<file path="config.mk">
export PLATFORM = sky130hd
export DESIGN_NAME = ldind_control_fsm_flat
export DESIGN_NICKNAME = d
export VERILOG_FILES = /design/src/rtl/ldind_control_fsm_pkg.sv /design/src/rtl/ldind_control_fsm_if.sv /design/src/rtl/ldind_control_fsm_opdecode.sv /design/src/rtl/ldind_control_fsm.sv /design/src/flat_wrapper.sv
export SDC_FILE = /design/constraint.sdc
export NUM_CORES = 1
export LEC_CHECK = 0
export CORE_MARGIN = 2
export CORE_UTILIZATION = 39
export DETAILED_ROUTE_END_ITERATION = 7
export PLACE_DENSITY = 0.8
export REMOVE_ABC_BUFFERS = 1
export SETUP_SLACK_MARGIN = 0.1
export SYNTH_ARGS = -nofsm -noshare
export SYNTH_HDL_FRONTEND = slang
export SYNTH_SLANG_ARGS = --single-unit
</file>
<file path="constraint.sdc">
create_clock -name clock -period 1.6 [get_ports clock]
set_input_delay 0.16 -clock clock [delete_from_list [all_inputs] [get_ports clock]]
set_output_delay 0.16 -clock clock [all_outputs]
set_load 0.05 [all_outputs]
</file>
<file path="src/rtl/ldind_control_fsm_pkg.sv">
// Shared definitions for the LD-indirect CPU: state encodings, opcodes,
// address-mux selects, accumulator sources and the opcode class record.
package ldind_control_fsm_pkg;

    typedef enum logic [3:0] {
        ST_IDLE     = 4'd0,
        ST_FETCH    = 4'd1,
        ST_LOAD_OP  = 4'd2,
        ST_LOAD_ARG = 4'd3,
        ST_MEM_RD   = 4'd4,
        ST_IND_LD   = 4'd5,
        ST_IND_RD   = 4'd6,
        ST_WB       = 4'd7,
        ST_MEM_WR   = 4'd8,
        ST_JUMP     = 4'd9,
        ST_END      = 4'd10,
        ST_HALT     = 4'd11
    } state_t;

    localparam logic [3:0] OP_NOP   = 4'h0;
    localparam logic [3:0] OP_LDI   = 4'h1;
    localparam logic [3:0] OP_LD    = 4'h2;
    localparam logic [3:0] OP_LDIND = 4'h3;
    localparam logic [3:0] OP_ST    = 4'h4;
    localparam logic [3:0] OP_ADD   = 4'h5;
    localparam logic [3:0] OP_JMP   = 4'h6;
    localparam logic [3:0] OP_HLT   = 4'hF;

    localparam logic [1:0] ADDR_PC  = 2'b00;
    localparam logic [1:0] ADDR_ARG = 2'b01;
    localparam logic [1:0] ADDR_MDR = 2'b10;

    localparam logic [1:0] ACC_MEM = 2'b00;
    localparam logic [1:0] ACC_ARG = 2'b01;
    localparam logic [1:0] ACC_ALU = 2'b10;

    typedef struct packed {
        logic needs_mem;
        logic is_indirect;
        logic is_store;
        logic is_jump;
        logic is_halt;
        logic is_illegal;
    } op_class_t;

    // Accumulator source used in the write-back cycle for a given opcode.
    function automatic logic [1:0] acc_src_for(input logic [3:0] op);
        case (op)
            OP_LDI:  return ACC_ARG;
            OP_ADD:  return ACC_ALU;
            default: return ACC_MEM;
        endcase
    endfunction

endpackage

</file>
<file path="src/rtl/ldind_control_fsm_if.sv">
// Control bundle between the sequencer (master) and the datapath (slave).
interface ldind_control_fsm_if;
    logic       run;
    logic [7:0] mem_q;
    logic [1:0] addr_sel;
    logic       pc_inc;
    logic       pc_load;
    logic       arg_load;
    logic       mdr_load;
    logic       acc_load;
    logic [1:0] acc_src;
    logic       mem_we;
    logic       halted;
    logic       illegal;
    logic [3:0] opcode;
    logic [3:0] state_dbg;

    modport master (
        input  run, mem_q,
        output addr_sel, pc_inc, pc_load, arg_load, mdr_load, acc_load,
               acc_src, mem_we, halted, illegal, opcode, state_dbg
    );

    modport slave (
        output run, mem_q,
        input  addr_sel, pc_inc, pc_load, arg_load, mdr_load, acc_load,
               acc_src, mem_we, halted, illegal, opcode, state_dbg
    );
endinterface

</file>
<file path="src/rtl/ldind_control_fsm_opdecode.sv">
// Combinational opcode-to-class decoder; NOP and LDI decode to an all-zero class.
module ldind_opdecode
    import ldind_control_fsm_pkg::*;
(
    input  logic [3:0] op,
    output op_class_t  cls
);

    always_comb begin
        cls = '0;
        case (op)
            OP_NOP, OP_LDI: ;
            OP_LD, OP_ADD:  cls.needs_mem = 1'b1;
            OP_LDIND: begin
                cls.needs_mem   = 1'b1;
                cls.is_indirect = 1'b1;
            end
            OP_ST:   cls.is_store   = 1'b1;
            OP_JMP:  cls.is_jump    = 1'b1;
            OP_HLT:  cls.is_halt    = 1'b1;
            default: cls.is_illegal = 1'b1;
        endcase
    end

endmodule

</file>
<file path="src/rtl/ldind_control_fsm.sv">
// Control sequencer for the 8-bit LD-indirect CPU: fetches opcode/operand,
// holds IR and decodes state+IR into address-mux select and datapath strobes.
module ldind_control_fsm
    import ldind_control_fsm_pkg::*;
#(
    parameter bit HALT_ON_ILLEGAL = 1'b1
) (
    input  logic               clock,
    input  logic               reset,
    ldind_control_fsm_if.master bus
);

    state_t     state_reg;
    logic [7:0] ir_reg;
    logic       illegal_reg;
    op_class_t  cls;

    ldind_opdecode u_opdecode (
        .op  (ir_reg[7:4]),
        .cls (cls)
    );

    always_ff @(posedge clock or posedge reset) begin
        if (reset) begin
            state_reg   <= ST_IDLE;
            ir_reg      <= 8'h00;
            illegal_reg <= 1'b0;
        end else begin
            case (state_reg)
                ST_IDLE:     if (bus.run) state_reg <= ST_FETCH;
                ST_FETCH:    state_reg <= ST_LOAD_OP;
                ST_LOAD_OP: begin
                    ir_reg    <= bus.mem_q;
                    state_reg <= ST_LOAD_ARG;
                end
                ST_LOAD_ARG: begin
                    if (cls.needs_mem)        state_reg <= ST_MEM_RD;
                    else if (cls.is_store)    state_reg <= ST_MEM_WR;
                    else if (cls.is_jump)     state_reg <= ST_JUMP;
                    else if (cls.is_halt)     state_reg <= ST_HALT;
                    else if (cls.is_illegal) begin
                        if (HALT_ON_ILLEGAL) begin
                            state_reg   <= ST_HALT;
                            illegal_reg <= 1'b1;
                        end else begin
                            state_reg <= ST_END;
                        end
                    end
                    else if (ir_reg[7:4] == OP_LDI) state_reg <= ST_WB;
                    else                            state_reg <= ST_END;
                end
                ST_MEM_RD:   state_reg <= cls.is_indirect ? ST_IND_LD : ST_WB;
                ST_IND_LD:   state_reg <= ST_IND_RD;
                ST_IND_RD:   state_reg <= ST_WB;
                ST_WB:       state_reg <= ST_END;
                ST_MEM_WR:   state_reg <= ST_END;
                ST_JUMP:     state_reg <= ST_END;
                ST_END:      state_reg <= bus.run ? ST_FETCH : ST_IDLE;
                ST_HALT:     state_reg <= ST_HALT;
                default:     state_reg <= ST_IDLE;
            endcase
        end
    end

    // Moore decode: strobes follow the state register with no extra latency,
    // so an asynchronous reset drops them immediately.
    always_comb begin
        bus.addr_sel = ADDR_PC;
        bus.pc_inc   = 1'b0;
        bus.pc_load  = 1'b0;
        bus.arg_load = 1'b0;
        bus.mdr_load = 1'b0;
        bus.acc_load = 1'b0;
        bus.acc_src  = ACC_MEM;
        bus.mem_we   = 1'b0;
        bus.halted   = 1'b0;
        case (state_reg)
            ST_FETCH, ST_LOAD_OP: begin
                bus.addr_sel = ADDR_PC;
                bus.pc_inc   = 1'b1;
            end
            ST_LOAD_ARG: begin
                bus.arg_load = 1'b1;
                if (ir_reg[7:4] == OP_LDI) bus.acc_src = ACC_ARG;
            end
            ST_MEM_RD:   bus.addr_sel = ADDR_ARG;
            ST_IND_LD:   bus.mdr_load = 1'b1;
            ST_IND_RD:   bus.addr_sel = ADDR_MDR;
            ST_WB: begin
                bus.acc_load = 1'b1;
                bus.acc_src  = acc_src_for(ir_reg[7:4]);
            end
            ST_MEM_WR: begin
                bus.addr_sel = ADDR_ARG;
                bus.mem_we   = 1'b1;
            end
            ST_JUMP:     bus.pc_load = 1'b1;
            ST_HALT:     bus.halted  = 1'b1;
            default: ;
        endcase
    end

    assign bus.illegal   = illegal_reg;
    assign bus.opcode    = ir_reg[7:4];
    assign bus.state_dbg = state_reg;

endmodule

</file>
<file path="src/flat_wrapper.sv">
// flat-port wrapper written by rule: the top's interface ports become plain ports
module ldind_control_fsm_flat import ldind_control_fsm_pkg::*;
#(
    parameter bit HALT_ON_ILLEGAL = 1'b1
)
  (clock, reset, bus_run, bus_mem_q, bus_addr_sel, bus_pc_inc, bus_pc_load, bus_arg_load, bus_mdr_load, bus_acc_load, bus_acc_src, bus_mem_we, bus_halted, bus_illegal, bus_opcode, bus_state_dbg);
  ldind_control_fsm_if bus_i ();
  input  logic clock;
  input  logic reset;
  input wire logic [$bits(bus_i.run)-1:0] bus_run;
  input wire logic [$bits(bus_i.mem_q)-1:0] bus_mem_q;
  output wire logic [$bits(bus_i.addr_sel)-1:0] bus_addr_sel;
  output wire logic [$bits(bus_i.pc_inc)-1:0] bus_pc_inc;
  output wire logic [$bits(bus_i.pc_load)-1:0] bus_pc_load;
  output wire logic [$bits(bus_i.arg_load)-1:0] bus_arg_load;
  output wire logic [$bits(bus_i.mdr_load)-1:0] bus_mdr_load;
  output wire logic [$bits(bus_i.acc_load)-1:0] bus_acc_load;
  output wire logic [$bits(bus_i.acc_src)-1:0] bus_acc_src;
  output wire logic [$bits(bus_i.mem_we)-1:0] bus_mem_we;
  output wire logic [$bits(bus_i.halted)-1:0] bus_halted;
  output wire logic [$bits(bus_i.illegal)-1:0] bus_illegal;
  output wire logic [$bits(bus_i.opcode)-1:0] bus_opcode;
  output wire logic [$bits(bus_i.state_dbg)-1:0] bus_state_dbg;
  assign bus_i.run = bus_run;
  assign bus_i.mem_q = bus_mem_q;
  assign bus_addr_sel = bus_i.addr_sel;
  assign bus_pc_inc = bus_i.pc_inc;
  assign bus_pc_load = bus_i.pc_load;
  assign bus_arg_load = bus_i.arg_load;
  assign bus_mdr_load = bus_i.mdr_load;
  assign bus_acc_load = bus_i.acc_load;
  assign bus_acc_src = bus_i.acc_src;
  assign bus_mem_we = bus_i.mem_we;
  assign bus_halted = bus_i.halted;
  assign bus_illegal = bus_i.illegal;
  assign bus_opcode = bus_i.opcode;
  assign bus_state_dbg = bus_i.state_dbg;
  ldind_control_fsm #(.HALT_ON_ILLEGAL(HALT_ON_ILLEGAL)) u_core (.clock(clock), .reset(reset), .bus(bus_i));
endmodule
</file>
Word level (Yosys, flattened, before mapping) --
Index checks and enable logic that the tools add are counted.
Storage, ports and cells: register bits after elaboration 13, output and inout port bits 20, word-level logic and storage cells 61
Operators by class: equality and inequality tests 19, multiplexer cells 26, bitwise gates (word level) 5, reductions and logical operators 8
Operators by type and width (count):
- $pmux 4 s10 | 1
- $eq 4x3->1 const B | 7
- $mux 4 | 7
- $eq 4x4->1 const B | 5
- $eq 4x2->1 const B | 4
- $mux 1 | 14
- $pmux 2 s2 | 3
- $eq 4x1->1 const B | 2
- $logic_not 4->1 | 2
- $reduce_or 8->1 | 1
- $reduce_and 6->1 | 1
- $reduce_or 3->1 | 2
- $not 1->1 | 5
- $reduce_or 2->1 | 2
- $mux 2 | 1
- $ne 2x2->1 const B | 1

Longest topological paths before layout --
Gate-level depths: netlist of the first run.
word-level depth 8, mapped depth 5, gate-level depth less buffers 4

Modules after synthesis --
From an unflattened synthesis of the first run, not the netlist that was laid out.
Unflattened totals: cell total of the unflattened synthesis 76, area, all modules 649.4 sq um
Modules (own cells, without submodules):
- ldind_control_fsm | instances 1, cells each 65, area an instance 579.3 sq um, sequential area each 225.2 sq um
- ldind_opdecode | instances 1, cells each 11, area an instance 70.1 sq um, sequential area each 0.0 sq um

Worst setup path before layout of the first run --
Ideal clock, no wire load.
path kind flip-flop to output port, from register u_core.ir_reg[5], to output bus_acc_src[0], arrival 2.618 ns, setup slack -1.178 ns, cell stages (with the launch flop) 4, path buffers 1, path through dfrtp_1 > buf_6 > or3b_1 > nor4_1
Between the ends: longest elaborated chain between the ends 3, elaborated cells on any way between the ends 5
Ends and longest elaborated chain:
- start: declaration | RTL line ldind_control_fsm.sv:14 | logic [7:0] ir_reg;
- start signal: assignment | RTL line ldind_control_fsm.sv:33 | ir_reg <= bus.mem_q;
- $eq 4x3->1 / $eq 4x1->1 (equally long branches) | RTL line ldind_control_fsm_pkg.sv:48, ldind_control_fsm.sv:84
- $pmux 2 s2 / $mux 1 (equally long branches) | RTL line ldind_control_fsm_pkg.sv:48, ldind_control_fsm.sv:84
- $pmux 2 s2 * | RTL line ldind_control_fsm.sv:77 | case (state_reg)
- end: declaration | RTL line flat_wrapper.sv:18 | output wire logic [$bits(bus_i.acc_src)-1:0] bus_acc_src;
Every way passes the cells marked *; elsewhere a longest branch is shown, timed or not.

Final worst setup path of the first run --
from register u_core.ir_reg[5], to output bus_acc_src[1]
Between the ends: longest elaborated chain between the ends 3, elaborated cells on any way between the ends 4
Ends and longest elaborated chain:
- $eq 4x3->1 / $eq 4x1->1 (equally long branches) | RTL line ldind_control_fsm_pkg.sv:48 | case (op)
- $pmux 2 s2 * | RTL line ldind_control_fsm_pkg.sv:48
- $pmux 2 s2 * | RTL line ldind_control_fsm.sv:77
Marks and branches as above.

==> impl_metrics.json, run 1 <==
{
  "status": "finished, violations left",
  "violations": "setup timing",
  "peakVddDrop_uv": 1700,
  "fp-row-count": 14,
  "place_inst": 113,
  "syn_area_um2": 642,
  "fin_crit_ns": 1.69,
  "grtUsageTotal_pct": 22.7,
  "fp.dieH_um": 44.6,
  "crit_path_start_kind": "register",
  "grt_pass1_wl_mm": 3.24,
  "layout.cells.non_filler": 134,
  "syn_area_per_cell_um2": 9.73,
  "cp.buffers_inverters": 3,
  "hpwl_mm": 1.27,
  "power.total_uw": 3560,
  "timing.slew.headroom_pct": 76.4,
  "cpPeakStageDelay_ns": 0.40,
  "drc_errors": 0,
  "area_delta_synth_final_pct": 122,
  "antenna_found_initial": 0,
  "period_share_pct": 106,
  "nFillCells": 44,
  "gp_congestion": 0.821,
  "diodes": 0,
  "start_util_pct": 42.1,
  "hold_class": "input pin to asynchronous set/reset pin",
  "synthDistinctLibCells": 32,
  "grt-ovfl-total": 0,
  "htree_levels": 1,
  "worstMarginPinSlew_ns": 0.353,
  "cp_top_family": "simple AND/OR/NAND/NOR gates",
  "cts_buffer_depth": 2,
  "finClkSkew_ns": 0.000610,
  "ys_ff_latch": 9,
  "worst_setup_path_end_kind": "output port",
  "cts_tree": "yes",
  "fin_util_pct": 93.5,
  "dieArea_um2": 1990,
  "setup_ws_ns": -0.0911,
  "hold_ws_ns": 0.151,
  "port_buffers": 26,
  "slew_viol_final": 0,
  "dr.pass1.iters": 4,
  "boundaryPins": 31,
  "cp.required_ns": 1.44,
  "cts_root_buf": "clkbuf_4",
  "grt_pass1_vias": 712,
  "insertion_delay_ns": 0.26,
  "drive_gt1_share_pct": 70.3,
  "nets": 130,
  "drt-initial-drc-count": 24,
  "crit_slowest_cell": "dfrtp_1",
  "setup_viol": 2,
  "cts_sinks": 9,
  "crit_type": "register to output port",
  "core_area_um2": 1520,
  "wl_per_cell_um": 17.9,
  "yosysSeqAreaShare_pct": 35.1,
  "cts_buffers": 3,
  "fmax_mhz": 591,
  "yosysWarnings": 0,
  "via_count": 770,
  "rsz0062_at_grt": "true",
  "cts.clk_slew.worst_paths_ns": 0.07,
  "p_per_area_nw_per_um2": 2500,
  "wl_mm": 2.40,
  "path_cells": "buf_4, buf_6, nand4bb_1, nor3_2, buf_12",
  "grt_max_degree": 11,
  "fin_setup_tns_ns": -0.175,
  "leakage_uw": 0.000603,
  "drv_cap": 0,
  "worstPathArrival_ns": 1.53,
  "hold_viol": 0,
  "detail-route-antenna-nets": 0,
  "path_max_fanout": 2,
  "die_w_um": 44.6,
  "syn_inst": 66,
  "via_per_inst": 5.75
}
synthesized netlist by cell type, drive strengths merged:
cell type | instances | share of area [%]
xor2 | 1 | 1.4
o21bai | 1 | 1.2
a2111oi | 1 | 4.3
buf | 6 | 6.8
a311o | 1 | 1.6
inv | 2 | 1.2
nand3 | 2 | 2.3
o21ai | 1 | 1.4
nand2 | 2 | 1.6
and3 | 1 | 0.98
mux2 | 4 | 7.0
a21o | 1 | 1.2
nor4 | 2 | 1.9
a21oi | 3 | 3.5
nand4bb | 1 | 1.8
dfrtp | 9 | 35
nand2b | 5 | 6.0
a211oi | 3 | 3.5
nor3 | 4 | 4.9
o32ai | 1 | 1.4
xnor2 | 1 | 1.4
nor2 | 12 | 7.4
or3b | 1 | 1.4
a31oi | 1 | 0.98
per-layer routing:
metal,track usage [%],part of all wire (%)
met4,12.7,1.1
met2,36.5,55
met1,28.4,38
met3,4.08,5.4
met5,0,0
cells by family after synthesis:
family / Yosys count / share of synthesized area (%)
and+or+nand+nor: 30 / 28.3
muxes: 4 / 7.02
AOI/OAI and AO/OA: 13 / 18.9
buffers and inverters: 8 / 7.99
DFF: 9 / 35.1
xor gates and xnor gates: 2 / 2.73
per-stage QoR:
step	setup slack, ns	instance area (um^2)
after floorplan	-1.13	598
after global placement	0.150	1140
after detailed placement	0.0855	1140
after CTS	-0.0722	1280
after global routing	-0.145	1430
final	-0.0911	1430
placed cells by master, fill, tap and decap left out, types with 2 or more instances in the layout:
master,n
a211oi_4,2
a21oi_2,2
buf_12,18
buf_4,25
buf_6,5
clkbuf_4,3
clkdlybuf4s50_1,6
dfrtp_1,5
dfrtp_2,4
inv_1,2
mux2_2,3
nand2b_4,4
nor2_1,7
nor2_2,3
nor2_4,2
nor3_2,2
nor3_4,2
layout make-up:
| class | count | area, um^2 | share of cell area, % |
|---|---|---|---|
| clock buffers | 3 | 22.5 | 1.58 |
| clock inverters | 1 | 5.00 | 0.351 |
| inverters | 2 | 7.51 | 0.527 |
| multi-input cells | 49 | 475 | 33.4 |
| flip-flops and latches | 9 | 230 | 16.2 |
| well taps | 16 | 20.0 | 1.40 |
| repair buffers | 54 | 664 | 46.6 |
power breakdown:
part | internal (uW) | switching [uW]
Combinational | 1370 | 1550
Sequential | 341 | 122
Clock | 92.4 | 91.6
Total | 1800 | 1760
worst paths after layout:
check	slack, ns	depth (start not counted)	startpoint	to
worst max-delay path	-0.09	5	u_core.ir_reg[5]	bus_acc_src[1]
worst min-delay path	0.15	2	reset	u_core.bus.illegal
worst max register to register	0.07	5	u_core.bus.state_dbg[1]	u_core.ir_reg[5]
worst min register to register	0.48	1	u_core.bus.illegal	u_core.bus.illegal
max in group asynchronous	1.17	2	reset	u_core.bus.state_dbg[0]
min in group clock	0.48	1	u_core.bus.illegal	u_core.bus.illegal
what timing repair did:
action	in CTS	in global routing
buffers inserted	5	12
hold buffers	0	0
pin swaps	4	6
endpoints found under the setup margin	11	12
resized for setup	19	13
Note: power is estimated with default switching activity, not from simulation.
==> run 2: changes to the inputs <==
--- a/config.mk
+++ b/config.mk
@@ -5,7 +5,7 @@
 export SDC_FILE = /design/constraint.sdc
 export NUM_CORES = 1
 export LEC_CHECK = 0
-export CORE_MARGIN = 2
+export CORE_MARGIN = 10
 export CORE_UTILIZATION = 39
 export DETAILED_ROUTE_END_ITERATION = 7
 export PLACE_DENSITY = 0.8
==> run 2 against run 1 <==
Effect of this change: the run still ends with setup timing left; clock power decreased by 7%; setup slack improved by 0.062 ns; via count decreased by 13%; largest cell class unchanged; combinational power decreased by 9.9%; first-iteration DRC count decreased by 25%; register-to-register slack improved by 0.11 ns.
==> impl_metrics.json, run 2 (synthesis results as in run 1) <==
{
  "status": "finished, violations left",
  "violations": "setup timing",
  "hpwl_mm": 1.54,
  "period_share_pct": 102,
  "cts_root_buf": "clkbuf_4",
  "boundaryPins": 31,
  "wl_per_cell_um": 17.9,
  "place_inst": 115,
  "setup_ws_ns": -0.0288,
  "grt_pass1_wl_mm": 3.48,
  "via_count": 672,
  "wl_mm": 2.20,
  "nets": 119,
  "via_per_inst": 5.46,
  "antenna_found_initial": 0,
  "cts_buffer_depth": 2,
  "nFillCells": 72,
  "fin_setup_tns_ns": -0.0288,
  "grt-ovfl-total": 0,
  "finClkSkew_ns": 0.00466,
  "fin_crit_ns": 1.63,
  "fin_util_pct": 85.5,
  "cts_buffers": 3,
  "worstPathArrival_ns": 1.47,
  "start_util_pct": 42.1,
  "final_cell_mix": "19 x buf_4, 18 x buf_12, 9 x nor2_1, 6 x clkdlybuf4s50_1, 5 x dfrtp_1",
  "p_per_area_nw_per_um2": 2500,
  "fp.dieH_um": 60.6,
  "drive_gt1_share_pct": 64.5,
  "rsz0062_at_grt": "true",
  "path_max_fanout": 2,
  "drv_cap": 0,
  "setup_viol": 1,
  "cts_tree": "yes",
  "hold_viol": 0,
  "timing.slew.headroom_pct": 76.7,
  "insertion_delay_ns": 0.26,
  "port_buffers": 26,
  "fmax_mhz": 614,
  "diodes": 0,
  "peakVddDrop_uv": 1630,
  "crit_type": "register to output port",
  "fp-row-count": 14,
  "power.total_uw": 3260,
  "grtUsageTotal_pct": 12.5,
  "grt_pass1_vias": 709,
  "leakage_uw": 0.000532,
  "cts_sinks": 9,
  "dieArea_um2": 3670,
  "cts_hold_buf": 0,
  "crit_path_start_kind": "register",
  "die_w_um": 60.6,
  "cp.required_ns": 1.44,
  "grt_max_degree": 10,
  "slew_viol_final": 0,
  "hold_ws_ns": 0.165,
  "htree_levels": 1,
  "worstMarginPinSlew_ns": 0.349,
  "hold_class": "input pin to asynchronous set/reset pin",
  "core_area_um2": 1520,
  "register_area_um2": 230,
  "gp_congestion": 0.867,
  "final_common_cell": "buf_4",
  "detail-route-antenna-nets": 0,
  "cts.clk_slew.worst_paths_ns": 0.06,
  "drt-initial-drc-count": 18,
  "worst_setup_path_end_kind": "output port",
  "layout.cells.non_filler": 123,
  "dr.pass1.iters": 4,
  "area_delta_synth_final_pct": 103,
  "drc_errors": 0,
  "multi_input_area_um2": 455
}
-- run 2: per-stage QoR --
step	worst slack [ns]	instance area, um^2
2_1_floorplan	-1.13	598
6_report	-0.0288	1300
3_5_place_dp	0.193	1150
4_1_cts	-0.0443	1270
3_3_place_gp	0.213	1150
5_1_grt	-0.0851	1300
-- run 2: metal layers --
layer  part of all wire (%)  vias up  global-route usage (%)
met5                      0        -                       0
met4                    3.0        0                    9.40
met3                    9.0        7                    5.64
met2                     52       26                    18.8
met1                     36      321                    13.5
li1                       -      318                       -
-- run 2: area by class of cell --
type	instances	share of cell area (%)
Tap cell	16	1.54
Sequential cell	9	17.7
Inverter	2	0.576
Timing Repair Buffer	43	43.2
Clock buffer	4	2.02
Multi-Input combinational cell	49	35.0
-- run 2: final timing paths --
check	startpoint	end	slack, ns	depth (start not counted)
min in group clock	u_core.bus.illegal	u_core.bus.illegal	0.49	1
max in group asynchronous	reset	u_core.bus.state_dbg[0]	1.15	2
worst max-delay path	u_core.ir_reg[5]	bus_acc_src[0]	-0.03	4
worst min register to register	u_core.bus.illegal	u_core.bus.illegal	0.49	1
worst min-delay path	reset	u_core.bus.illegal	0.17	2
worst max register to register	u_core.bus.state_dbg[0]	u_core.bus.state_dbg[1]	0.18	5
-- run 2: timing repair --
item                                    CTS  global route
gates cloned                              0             0
pin swaps                                 2             2
setup buffers                             2             2
gates resized for setup                  17             5
endpoints found under the setup margin   11             9
-- run 2: report_power, final --
group	total, uW	switching, uW	internal (uW)
Combinational	2630	1440	1190
Clock	171	75.4	95.8
Sequential	451	110	341
Total	3260	1630	1630
-- run 2: critical path: stages (launching register included) --
cell and delay [ns]:
dfrtp_1 0.38, or3b_4 0.42, nor4_4 0.14, buf_4 0.16, buf_12 0.12
